$ cat src/rtl/wb_arbiter.sv
`default_nettype none
// ============================================================================
//  Module   : wb_arbiter
//  Purpose  : Funnels register-file writes from the ALU and memory pipe into
//             a single registered write port. Each source feeds its own
//             in-order FIFO; a round-robin arbiter drains one entry per
//             cycle. A per-register pending vector flags in-flight writes so
//             the issue stage can stall on RAW hazards.
//  Revision : 1.0  initial release
// ============================================================================
module wb_arbiter #(
  parameter int CREG_NUM = 32,
  parameter int DEPTH    = 4
) (
  input  logic                        clk,
  input  logic                        resetn,
  input  logic                        alu_valid,
  output logic                        alu_ready,
  input  logic [$clog2(CREG_NUM)-1:0] alu_id,
  input  logic [31:0]                 alu_data,
  input  logic                        mem_valid,
  output logic                        mem_ready,
  input  logic [$clog2(CREG_NUM)-1:0] mem_id,
  input  logic [31:0]                 mem_data,
  output logic                        rf_valid,
  output logic [$clog2(CREG_NUM)-1:0] rf_id,
  output logic [31:0]                 rf_data,
  output logic [CREG_NUM-1:0]         pending
);

  localparam int c_idw = $clog2(CREG_NUM);
  localparam int c_pw  = $clog2(DEPTH);
  localparam int c_cw  = c_pw + 1;
  localparam logic [CREG_NUM-1:0] c_r0_mask = {{(CREG_NUM-1){1'b1}}, 1'b0};

  typedef enum logic [0:0] {
    SRC_ALU = 1'b0,
    SRC_MEM = 1'b1
  } src_e;

  src_e r_last_grant;

  // Index 0 is the ALU source, index 1 the memory pipe.
  logic [1:0]          w_src_valid;
  logic [c_idw-1:0]    w_src_id   [2];
  logic [31:0]         w_src_data [2];
  logic [1:0]          w_ready;
  logic [1:0]          w_push;
  logic [1:0]          w_pop;
  logic [1:0]          w_nempty;
  logic [c_idw-1:0]    w_head_id   [2];
  logic [31:0]         w_head_data [2];
  logic [CREG_NUM-1:0] w_fifo_pend [2];
  logic [CREG_NUM-1:0] w_out_pend;

  assign w_src_valid   = {mem_valid, alu_valid};
  assign w_src_id[0]   = alu_id;
  assign w_src_id[1]   = mem_id;
  assign w_src_data[0] = alu_data;
  assign w_src_data[1] = mem_data;
  assign alu_ready     = w_ready[0];
  assign mem_ready     = w_ready[1];

  genvar s;
  generate
    for (s = 0; s < 2; s++) begin : g_fifo
      logic [c_idw-1:0]    r_id   [DEPTH];
      logic [31:0]         r_data [DEPTH];
      logic [c_pw-1:0]     r_rd;
      logic [c_pw-1:0]     r_wr;
      logic [c_cw-1:0]     r_cnt;
      logic [CREG_NUM-1:0] w_pend;

      // Ready depends only on the stored count, so a full FIFO refuses
      // even in a cycle where it is also being drained.
      assign w_ready[s]     = (r_cnt != c_cw'(DEPTH));
      assign w_nempty[s]    = (r_cnt != '0);
      // Writes to r0 finish the handshake but are dropped here.
      assign w_push[s]      = w_src_valid[s] && w_ready[s] && (w_src_id[s] != '0);
      assign w_head_id[s]   = r_id[r_rd];
      assign w_head_data[s] = r_data[r_rd];
      assign w_fifo_pend[s] = w_pend;

      // Entry storage; contents are qualified by the count, so no reset.
      always_ff @(posedge clk) begin
        if (w_push[s]) begin
          r_id[r_wr]   <= w_src_id[s];
          r_data[r_wr] <= w_src_data[s];
        end
      end

      // Wrap-around pointers and occupancy count.
      always_ff @(posedge clk or negedge resetn) begin
        if (!resetn) begin
          r_rd  <= '0;
          r_wr  <= '0;
          r_cnt <= '0;
        end else begin
          if (w_push[s]) r_wr <= r_wr + 1'b1;
          if (w_pop[s])  r_rd <= r_rd + 1'b1;
          r_cnt <= r_cnt + c_cw'(w_push[s]) - c_cw'(w_pop[s]);
        end
      end

      // Flag every destination held in a live entry (offset from head < count).
      always_comb begin
        logic [c_pw-1:0] w_off;
        w_pend = '0;
        w_off  = '0;
        for (int j = 0; j < DEPTH; j++) begin
          w_off = c_pw'(j) - r_rd;
          if ({1'b0, w_off} < r_cnt) w_pend[r_id[j]] = 1'b1;
        end
      end
    end
  endgenerate

  // Round-robin: a lone non-empty source wins; on a tie the source that did
  // not win last time is served.
  assign w_pop[0] = w_nempty[0] && (!w_nempty[1] || (r_last_grant == SRC_MEM));
  assign w_pop[1] = w_nempty[1] && (!w_nempty[0] || (r_last_grant == SRC_ALU));

  // Output register and grant history; id/data hold when nothing is granted.
  always_ff @(posedge clk or negedge resetn) begin
    if (!resetn) begin
      r_last_grant <= SRC_MEM;
      rf_valid     <= 1'b0;
      rf_id        <= '0;
      rf_data      <= '0;
    end else begin
      rf_valid <= |w_pop;
      if (w_pop[0]) begin
        rf_id        <= w_head_id[0];
        rf_data      <= w_head_data[0];
        r_last_grant <= SRC_ALU;
      end else if (w_pop[1]) begin
        rf_id        <= w_head_id[1];
        rf_data      <= w_head_data[1];
        r_last_grant <= SRC_MEM;
      end
    end
  end

  // The write being presented to the register file is still in flight.
  always_comb begin
    w_out_pend = '0;
    if (rf_valid) w_out_pend[rf_id] = 1'b1;
  end

  assign pending = (w_fifo_pend[0] | w_fifo_pend[1] | w_out_pend) & c_r0_mask;

endmodule
`default_nettype wire
$ cat config.mk
export PLATFORM = sky130hd
export DESIGN_NAME = wb_arbiter
export DESIGN_NICKNAME = d
export VERILOG_FILES = /design/src/rtl/wb_arbiter.sv
export SDC_FILE = /design/constraint.sdc
export NUM_CORES = 1
export LEC_CHECK = 0
export CORE_ASPECT_RATIO = 1.4
export CORE_MARGIN = 2
export CORE_UTILIZATION = 50
export DETAILED_ROUTE_END_ITERATION = 8
export PLACE_DENSITY = 0.86
export SLEW_MARGIN = 25
export SYNTH_ARGS = -nofsm -noshare
export SYNTH_HDL_FRONTEND = slang
export SYNTH_SLANG_ARGS = --single-unit
$ cat constraint.sdc
create_clock -name clk -period 2.5 [get_ports clk]
set_input_delay 0.5 -clock clk [delete_from_list [all_inputs] [get_ports clk]]
set_output_delay 0.5 -clock clk [all_outputs]
set_load 0.02 [all_outputs]
==> metrics.txt, run 1 <==
slowest CP cell=dfrtp_2; Fin. Hold Viols=0; P&R area growth vs syn=35.6%; Post-synth ARST share=15.2%; critical path startpoint=g_fifo[0].r_rd[1]$_DFFE_PN0P_; final setup fails=36; Clock Pin Slew Worst Setup and Hold Paths=80 ps; Layout Utilization=69.0%; Mapped Cells=1101; Chip Height=220 um; largest net degree at the start of global routing=47; vias per cell=6.66; WL final=63.6 mm; Initial Utilization=50.9%; CP Class=flop to primary output; Die X=158 um; Pleak=7.93 nW; Slew headroom=35.7%; Inserted Clock Buffers=30; GRT Overall Usage=36.0%; Min Clock Period, post-route=3340 ps; Syn Nets=1201; Crit path arrival time=2840 ps; I/O pin total=150; Reg-to-Reg End=g_fifo[0].r_cnt[2]$_DFF_PN0_; Tcrit/Tclk final=134%; Post-Place Cells=1875; Max clock buf depth=3; FMAX=300 MHz; sequential share of the synthesized area=61.6%; overall power=30.3 mW; fin nets=1593; number of DRC markers in iteration 0=1394; crit path capture=pending[9]; IO Port Bufs=148; Cell Area, Synth=16600 sq um; H-tree depth=1; CP Depth=11; initial antenna violation count=2; outcome=finished, violations left; Worst setup EP type=primary output; CP Launch Type=flop; RSZ-0062 raised after global routing=yes; PD cells=1350 nW/um^2; Hold-fix buffers, CTS=0; clock sinks=349; ys flop type=edfxtp_1; Avg Synthesized Cell Area=15.1 sq um; Final Non-Filler Cells=1958; first-pass GRT wire length=88.6 mm; Crit Path Max Fanout=6; EDFF count, synth=296; vias in the first global route=13300; MaxCap Viol Count=0; post-synthesis register bit count=349; Top delay family on crit path=compound AO/OA/AOI/OAI gates; post-route ant nets=0; CTS tree=done; DIE AREA=34700 sq um; layout cells sized above 1=38.8%; Yosys warning count=0; Largest stage delay, worst path=430 ps; worst-skew pair later-pin latency=610 ps; Root Buffer=clkbuf_16; RR Startpoint=g_fifo[0].r_cnt[2]$_DFF_PN0_; Worst Max-Slew Pin Slew=964 ps; reg2reg path depth=13; detailed-route DRC error count=0; violated checks=negative setup slack; Rows=78; Max Transition Viols Final=0; total number of vias=13000; # fillers=2126; setup_tns=-24350 ps; Final HPWL DP=42.1 mm; GP Congestion=1.05; clock skew=41.5 ps; setup slack, reg-to-reg=-470 ps; VDD IR-drop max=0.000957 V; cell mode on critical path=buf_6; worst path cell trace=buf_6 -> xnor2_4 -> inv_2 -> ha_4 -> nand2b_4 -> o2111ai_4 -> buf_12 -> o22ai_2 -> a211oi_2 -> nand3_1 -> buf_6; critical path required time=2000 ps; Synth cell types=59; Core Area=32600 sq um; gr ovfl total=0; WL/cell=32.5 um; Min-Delay Path Class=primary input to async pin; setup ws final=-838 ps; drt pass-1 iters=6; CP Buf/Inv Count=4
## placed cells by master, fill, tap and decap left out, types with 9 or more instances in the layout
| cell type | count |
|---|---|
| a211oi_1 | 12 |
| inv_1 | 30 |
| clkbuf_16 | 30 |
| o32ai_1 | 41 |
| a21oi_1 | 38 |
| buf_6 | 37 |
| nand3b_1 | 24 |
| buf_2 | 11 |
| a211oi_2 | 16 |
| buf_4 | 228 |
| o22ai_2 | 10 |
| clkdlybuf4s50_1 | 114 |
| edfxtp_1 | 296 |
| o2111ai_4 | 17 |
| o22ai_1 | 71 |
| nor3_1 | 10 |
| mux4_2 | 74 |
| o211ai_1 | 9 |
| ha_1 | 12 |
| nand2_1 | 50 |
| mux2i_1 | 38 |
| buf_12 | 35 |
| nor2_1 | 64 |
| dfrtp_1 | 47 |
| nand3_1 | 17 |
## Yosys cell counts, types with 3 or more instances
| library cell | count | area share, % |
|---|---|---|
| a211oi_1 | 28 | 1.3 |
| a21oi_1 | 40 | 1.2 |
| a221oi_1 | 7 | 0.37 |
| and2_1 | 11 | 0.41 |
| buf_1 | 10 | 0.23 |
| buf_2 | 10 | 0.30 |
| buf_4 | 6 | 0.27 |
| buf_6 | 10 | 0.68 |
| clkbuf_1 | 30 | 0.68 |
| dfrtp_1 | 52 | 7.8 |
| edfxtp_1 | 296 | 54 |
| ha_1 | 20 | 1.5 |
| inv_1 | 39 | 0.88 |
| mux2i_1 | 38 | 2.3 |
| mux4_2 | 74 | 10 |
| nand2_1 | 50 | 1.1 |
| nand2b_1 | 9 | 0.34 |
| nand2b_2 | 4 | 0.21 |
| nand2b_4 | 4 | 0.33 |
| nand3_1 | 20 | 0.60 |
| nand3b_1 | 24 | 1.1 |
| nor2_1 | 72 | 1.6 |
| nor2b_1 | 8 | 0.30 |
| nor3_1 | 16 | 0.48 |
| o2111ai_2 | 5 | 0.45 |
| o2111ai_4 | 14 | 2.2 |
| o211ai_1 | 9 | 0.41 |
| o22ai_1 | 87 | 3.3 |
| o32ai_1 | 45 | 2.4 |
| or2_2 | 3 | 0.11 |
| or3_1 | 7 | 0.26 |
| or3b_2 | 8 | 0.42 |
| xnor2_1 | 10 | 0.53 |
## layout make-up
type | count | area, sq um | share of cell area, %
multi-input cells | 646 | 6510 | 28.9
clock inverters | 21 | 244 | 1.08
inverters | 39 | 149 | 0.662
repair buffers | 427 | 4040 | 18.0
diodes | 1 | 2.50 | 0.0111
well taps | 440 | 551 | 2.45
flip-flops and latches | 349 | 10200 | 45.4
clock buffers | 35 | 779 | 3.46
## kinds of logic after synthesis
logic type,share of synthesized area [%]
xor gates and xnor gates,0.633
and+or+nand+nor,8.13
muxes,12.5
AOI/OAI and AO/OA,12.3
buffers and inverters,3.13
adders and majority gates,1.75
other,0.0226
DFF,61.6
## routing by layer
layer | global-route usage (%) | vias up | wire, um
li1 | - | 5228 | -
met4 | 29.8 | 2 | 6240
met5 | 0 | - | 18
met1 | 39.5 | 6437 | 20100
met3 | 6.53 | 347 | 5560
met2 | 60.3 | 1031 | 31700
## worst min path at each step
stage,endpoint,cells past startpoint
global route,rf_data[10]$_DFFE_PN0P_,1
detailed placement,g_fifo[1].r_wr[1]$_DFFE_PN0P_,1
finish,rf_data[10]$_DFFE_PN0P_,1
CTS,rf_data[10]$_DFFE_PN0P_,1
floorplan,g_fifo[0].r_cnt[0]$_DFF_PN0_,0
global placement,g_fifo[1].r_wr[1]$_DFFE_PN0P_,1
## power by group
part / leakage [nW] / internal (mW) / switching [mW]
logic: 4.15 / 7.29 / 9.35
registers: 3.31 / 7.88 / 0.912
clock network: 0.478 / 2.60 / 2.24
total: 7.93 / 17.8 / 12.5
## flip-flops by register name, summed over array words and instances (netlist names)
signal and flops:
rf_id 5, g_fifo.r_id 40, g_fifo.r_data 256, g_fifo.r_wr 4, g_fifo.r_cnt 6, rf_data 32
r_last_grant 1, g_fifo.r_rd 4, rf_valid 1
## metrics by stage
step	instance area (sq um)	setup WS, ps	hold slack (ps)
after CTS	22100	-787	64.1
after global placement	20600	-649	544
after global routing	22500	-932	69.5
final	22500	-838	32.3
after floorplan	16700	-40.1	204
after detailed placement	20600	-674	562
## timing repair
item,in CTS,in global routing
pin swaps,66,54
buffers inserted,15,12
cloned,0,0
gates resized for setup,229,61
endpoints found under the setup margin,37,35
Note: power is estimated with default switching activity, not from simulation.
==> run 2, diff against run 1 <==
- PLACE_DENSITY: 0.86 -> 0.74
==> metrics.txt, run 2 (synthesis results as in run 1) <==
H-tree depth=1; slowest CP cell=dfrtp_2; initial antenna violation count=0; commonest non-fill, non-tap cell in the layout=edfxtp_1; first-pass GRT wire length=82.2 mm; WL/cell=28.9 um; Pleak=7.89 nW; WL final=55.9 mm; CTS tree=done; Fin Hold WS=463 ps; Top Registers=g_fifo.r_data x256, g_fifo.r_id x40, rf_data x32; I/O pin total=150; Initial Utilization=50.9%; critical path required time=2000 ps; setup ws final=-800 ps; Inserted Clock Buffers=30; PD cells=1290 nW/um^2; Clock Pin Slew Worst Setup and Hold Paths=70 ps; VDD IR-drop max=0.00102 V; Chip Height=220 um; vias in the first global route=12600; drt pass-1 iters=5; # fillers=2261; detailed-route DRC error count=0; Layout Utilization=69.3%; Final HPWL DP=40.9 mm; DIE AREA=34700 sq um; multi-input logic area=6650 sq um; violated checks=negative setup slack; MaxCap Viol Count=0; fin nets=1571; CP Buf/Inv Count=5; final setup fails=34; cell mode on critical path=buf_6; CP Launch Type=flop; total number of vias=12000; P&R area growth vs syn=36.2%; Max clock buf depth=3; outcome=finished, violations left; largest net degree at the start of global routing=74; number of DRC markers in iteration 0=877; Crit Path Max Fanout=6; post-route ant nets=0; Fin. Hold Viols=0; Worst Max-Slew Pin Slew=1010 ps; worst-skew pair later-pin latency=580 ps; setup_tns=-22610 ps; vias per cell=6.18; CP Class=flop to primary output; GRT Overall Usage=33.2%; GP Congestion=0.987; clock sinks=349; Rows=78; Core Area=32600 sq um; Root Buffer=clkbuf_16; pre-CTS setup slack=-691 ps; Top delay family on crit path=buffers and inverters; Min-Delay Path Class=primary input to async pin; most flop-heavy register=g_fifo.r_data; Crit path arrival time=2800 ps; gr ovfl total=0; Slew headroom=32.5%; Tcrit/Tclk final=132%; Min Clock Period, post-route=3300 ps; Die X=158 um; RSZ-0062 raised after global routing=yes; layout cells sized above 1=39.2%; Largest stage delay, worst path=440 ps; FMAX=303 MHz; sequential cell area=10200 sq um; clock skew=30.4 ps; # diodes=0; IO Port Bufs=148; most frequent cells in the layout=edfxtp_1, buf_4, clkdlybuf4s50_1; Max Transition Viols Final=0; worst path cell trace=xor2_2 -> inv_2 -> ha_4 -> nand2b_4 -> buf_6 -> o2111ai_4 -> buf_12 -> o22ai_4 -> a211oi_2 -> buf_4 -> nand3_4 -> buf_6; max FFs per register=256; Worst setup EP type=primary output
run 2: changes by cell type in the layout (fill, tap and decap cells not counted), moves of 4 or more:
cell / change
buf_4: -31
clkbuf_8: +4
a211oi_1: -7
o22ai_2: +4
clkinvlp_4: -6
a211oi_2: +7
a221oi_1: -4
buf_6: +10
buf_2: -5
o22ai_4: +9
nor2_1: -4
a221oi_2: +4
o22ai_1: -13
run 2: worst paths after layout:
path / start / to / slack (ps) / cells past startpoint
max in group asynchronous: resetn / r_last_grant$_DFFE_PN1P_ / 1400 / 3
min in group clk: alu_data[25] / g_fifo[0].r_data[0][25]$_DFFE_PP_ / 550 / 1
worst min-delay path: resetn / rf_data[5]$_DFFE_PN0P_ / 460 / 2
worst max register to register: g_fifo[0].r_cnt[2]$_DFF_PN0_ / g_fifo[0].r_cnt[2]$_DFF_PN0_ / -110 / 12
worst max-delay path: g_fifo[1].r_rd[1]$_DFFE_PN0P_ / pending[1] / -800 / 12
worst min register to register: r_last_grant$_DFFE_PN1P_ / r_last_grant$_DFFE_PN1P_ / 560 / 1
run 2: report_power, final:
| group | switching [mW] | internal [mW] |
|---|---|---|
| Combinational | 8.53 | 7.18 |
| Clock | 2.06 | 2.80 |
| Sequential | 0.802 | 7.88 |
run 2: routing by layer:
metal	GRT usage (%)	vias to the layer above	share of wire, %
met4	20.4	0	7.7
met5	0	-	0
met2	58.9	515	52
li1	-	5197	-
met3	4.05	181	5.1
met1	38.1	6065	35
run 2: metrics by stage:
step | std cells | power, mW | area (sq um)
final | 1935 | 29.2 | 22600
after CTS | 1932 | 28.6 | 22200
after detailed placement | 1854 | 22.8 | 20500
after global routing | 1935 | 30.4 | 22600
after floorplan | 1101 | 16.5 | 16700
after global placement | 1854 | 22.5 | 20500
run 2: cell type report:
type	instances	area share, %
clock inverters	15	0.941
flip-flops and latches	349	45.2
clock buffers	41	3.73
repair buffers	405	17.5
inverters	39	0.670
multi-input cells	646	29.4
well taps	440	2.44
run 2: timing repair:
action | 4_1_cts | 5_1_grt
endpoints found under the setup margin | 36 | 56
gates resized for setup | 256 | 82
buffers inserted | 22 | 6
hold buffers | 1 | 0
hold endpoints to repair | 15 | 0
pin swaps | 67 | 51
==> run 3, diff against run 2 <==
- CORE_ASPECT_RATIO: 1.4 -> not set
==> metrics.txt, run 3 (synthesis results as in run 1) <==
H-tree depth=2; Top delay family on crit path=compound AO/OA/AOI/OAI gates; Worst Max-Slew Pin Slew=650 ps; Chip Height=186 um; pre-CTS setup slack=-668 ps; # fillers=2155; final setup fails=32; most flop-heavy register=g_fifo.r_data; most frequent cells in the layout=edfxtp_1, buf_4, clkdlybuf4s50_1; Max clock buf depth=3; fin nets=1559; Tcrit/Tclk final=127%; CTS tree=done; FMAX=315 MHz; violated checks=negative setup slack; Layout Utilization=69.3%; DIE AREA=34700 sq um; total number of vias=12100; GRT Overall Usage=31.8%; Fin Hold WS=351 ps; clock skew=25.4 ps; post-route ant nets=0; WL/cell=28.1 um; Clock Pin Slew Worst Setup and Hold Paths=70 ps; Post-Place Cells=1835; Max Transition Viols Final=0; Final Non-Filler Cells=1929; setup ws final=-679 ps; Worst setup EP type=primary output; CP Buf/Inv Count=3; CP Launch Type=flop; Die X=186 um; worst path cell trace=xnor2_4 -> inv_2 -> ha_4 -> nand2b_4 -> o2111ai_4 -> buf_12 -> o22ai_1 -> a211oi_1 -> nand2_1 -> buf_6; gr ovfl total=0; Pleak=7.89 nW; Crit Path Max Fanout=7; worst-skew pair later-pin latency=540 ps; Final HPWL DP=37.1 mm; critical path required time=2000 ps; Crit path arrival time=2680 ps; I/O pin total=150; largest net degree at the start of global routing=47; GP Congestion=0.967; first-pass GRT wire length=79.0 mm; Slew headroom=56.7%; RSZ-0062 raised after global routing=yes; Fin. Hold Viols=0; clock sinks=349; vias in the first global route=12500; initial antenna violation count=0; VDD IR-drop max=0.000803 V; Rows=66; number of DRC markers in iteration 0=1178; drt pass-1 iters=5; Root Buffer=clkbuf_16; CP Class=flop to primary output; PD cells=1310 nW/um^2; MaxCap Viol Count=0; commonest non-fill, non-tap cell in the layout=edfxtp_1; WL final=54.2 mm; Inserted Clock Buffers=36; max FFs per register=256; IO Port Bufs=148; layout cells sized above 1=38.3%; Top Registers=g_fifo.r_data x256, g_fifo.r_id x40, rf_data x32; P&R area growth vs syn=36.2%; Min-Delay Path Class=primary input to async pin; Initial Utilization=50.9%; Min Clock Period, post-route=3180 ps; outcome=finished, violations left; Largest stage delay, worst path=450 ps; detailed-route DRC error count=0; vias per cell=6.30; Core Area=32600 sq um; slowest CP cell=dfrtp_2
[run 3: layout make-up]
class	instances	area (sq um)	share of cell area [%]
well taps	442	553	2.45
diodes	1	2.50	0.0111
clock buffers	49	960	4.25
inverters	39	149	0.659
flip-flops and latches	349	10200	45.2
repair buffers	387	3880	17.2
clock inverters	16	208	0.919
multi-input cells	646	6620	29.3
[run 3: per-stage QoR]
stage          power, mW  instance area [sq um]  setup TNS (ps)
2_1_floorplan       16.5                  16700           -68.1
3_3_place_gp        22.3                  20400          -16680
3_5_place_dp        22.7                  20400          -17310
4_1_cts             28.9                  22100          -19020
5_1_grt             30.7                  22600          -21750
6_report            29.6                  22600          -19330
[run 3: where the power goes]
part           internal (mW)  switching [mW]  leakage [nW]
sequential              7.89           0.792          3.31
combinational           7.17            8.38          4.03
clock                   3.14            2.20         0.556
[run 3: worst reg2reg max path, delay by kind of cell (launching register included)]
kind,cells,cell delay (ps)
xor gates and xnor gates,2,270
AOI/OAI and AO/OA,1,160
DFF,1,440
adders and majority gates,3,680
buffers and inverters,5,480
and+or+nand+nor,1,370
[run 3: routing by layer]
layer  wire length, um  vias up  track usage [%]
met4              2250        0             12.8
met1             20700     6127             41.2
met5                 0        -                0
li1                  -     5178                -
met2             27000      680             53.5
met3              4300      163             5.70
[run 3: final timing paths]
path / from / end / slack [ps] / cells past startpoint
min in group clk: rf_data[20]$_DFFE_PN0P_ / rf_data[20]$_DFFE_PN0P_ / 580 / 2
setup / recovery: g_fifo[0].r_rd[0]$_DFFE_PN0P_ / pending[16] / -680 / 10
hold / removal: resetn / rf_data[9]$_DFFE_PN0P_ / 350 / 2
hold reg to reg: rf_data[20]$_DFFE_PN0P_ / rf_data[20]$_DFFE_PN0P_ / 580 / 2
setup reg to reg: g_fifo[0].r_cnt[2]$_DFF_PN0_ / g_fifo[1].r_cnt[2]$_DFF_PN0_ / -30 / 12
max in group asynchronous: resetn / r_last_grant$_DFFE_PN1P_ / 1510 / 3
[run 3: what timing repair did]
item | in CTS | in global routing
cloned | 0 | 0
buffers inserted | 16 | 14
setup endpoints to repair | 44 | 42
gates resized for setup | 246 | 75
endpoints found under the hold margin | 7 | 0
hold buffers | 1 | 0
pin swaps | 70 | 49
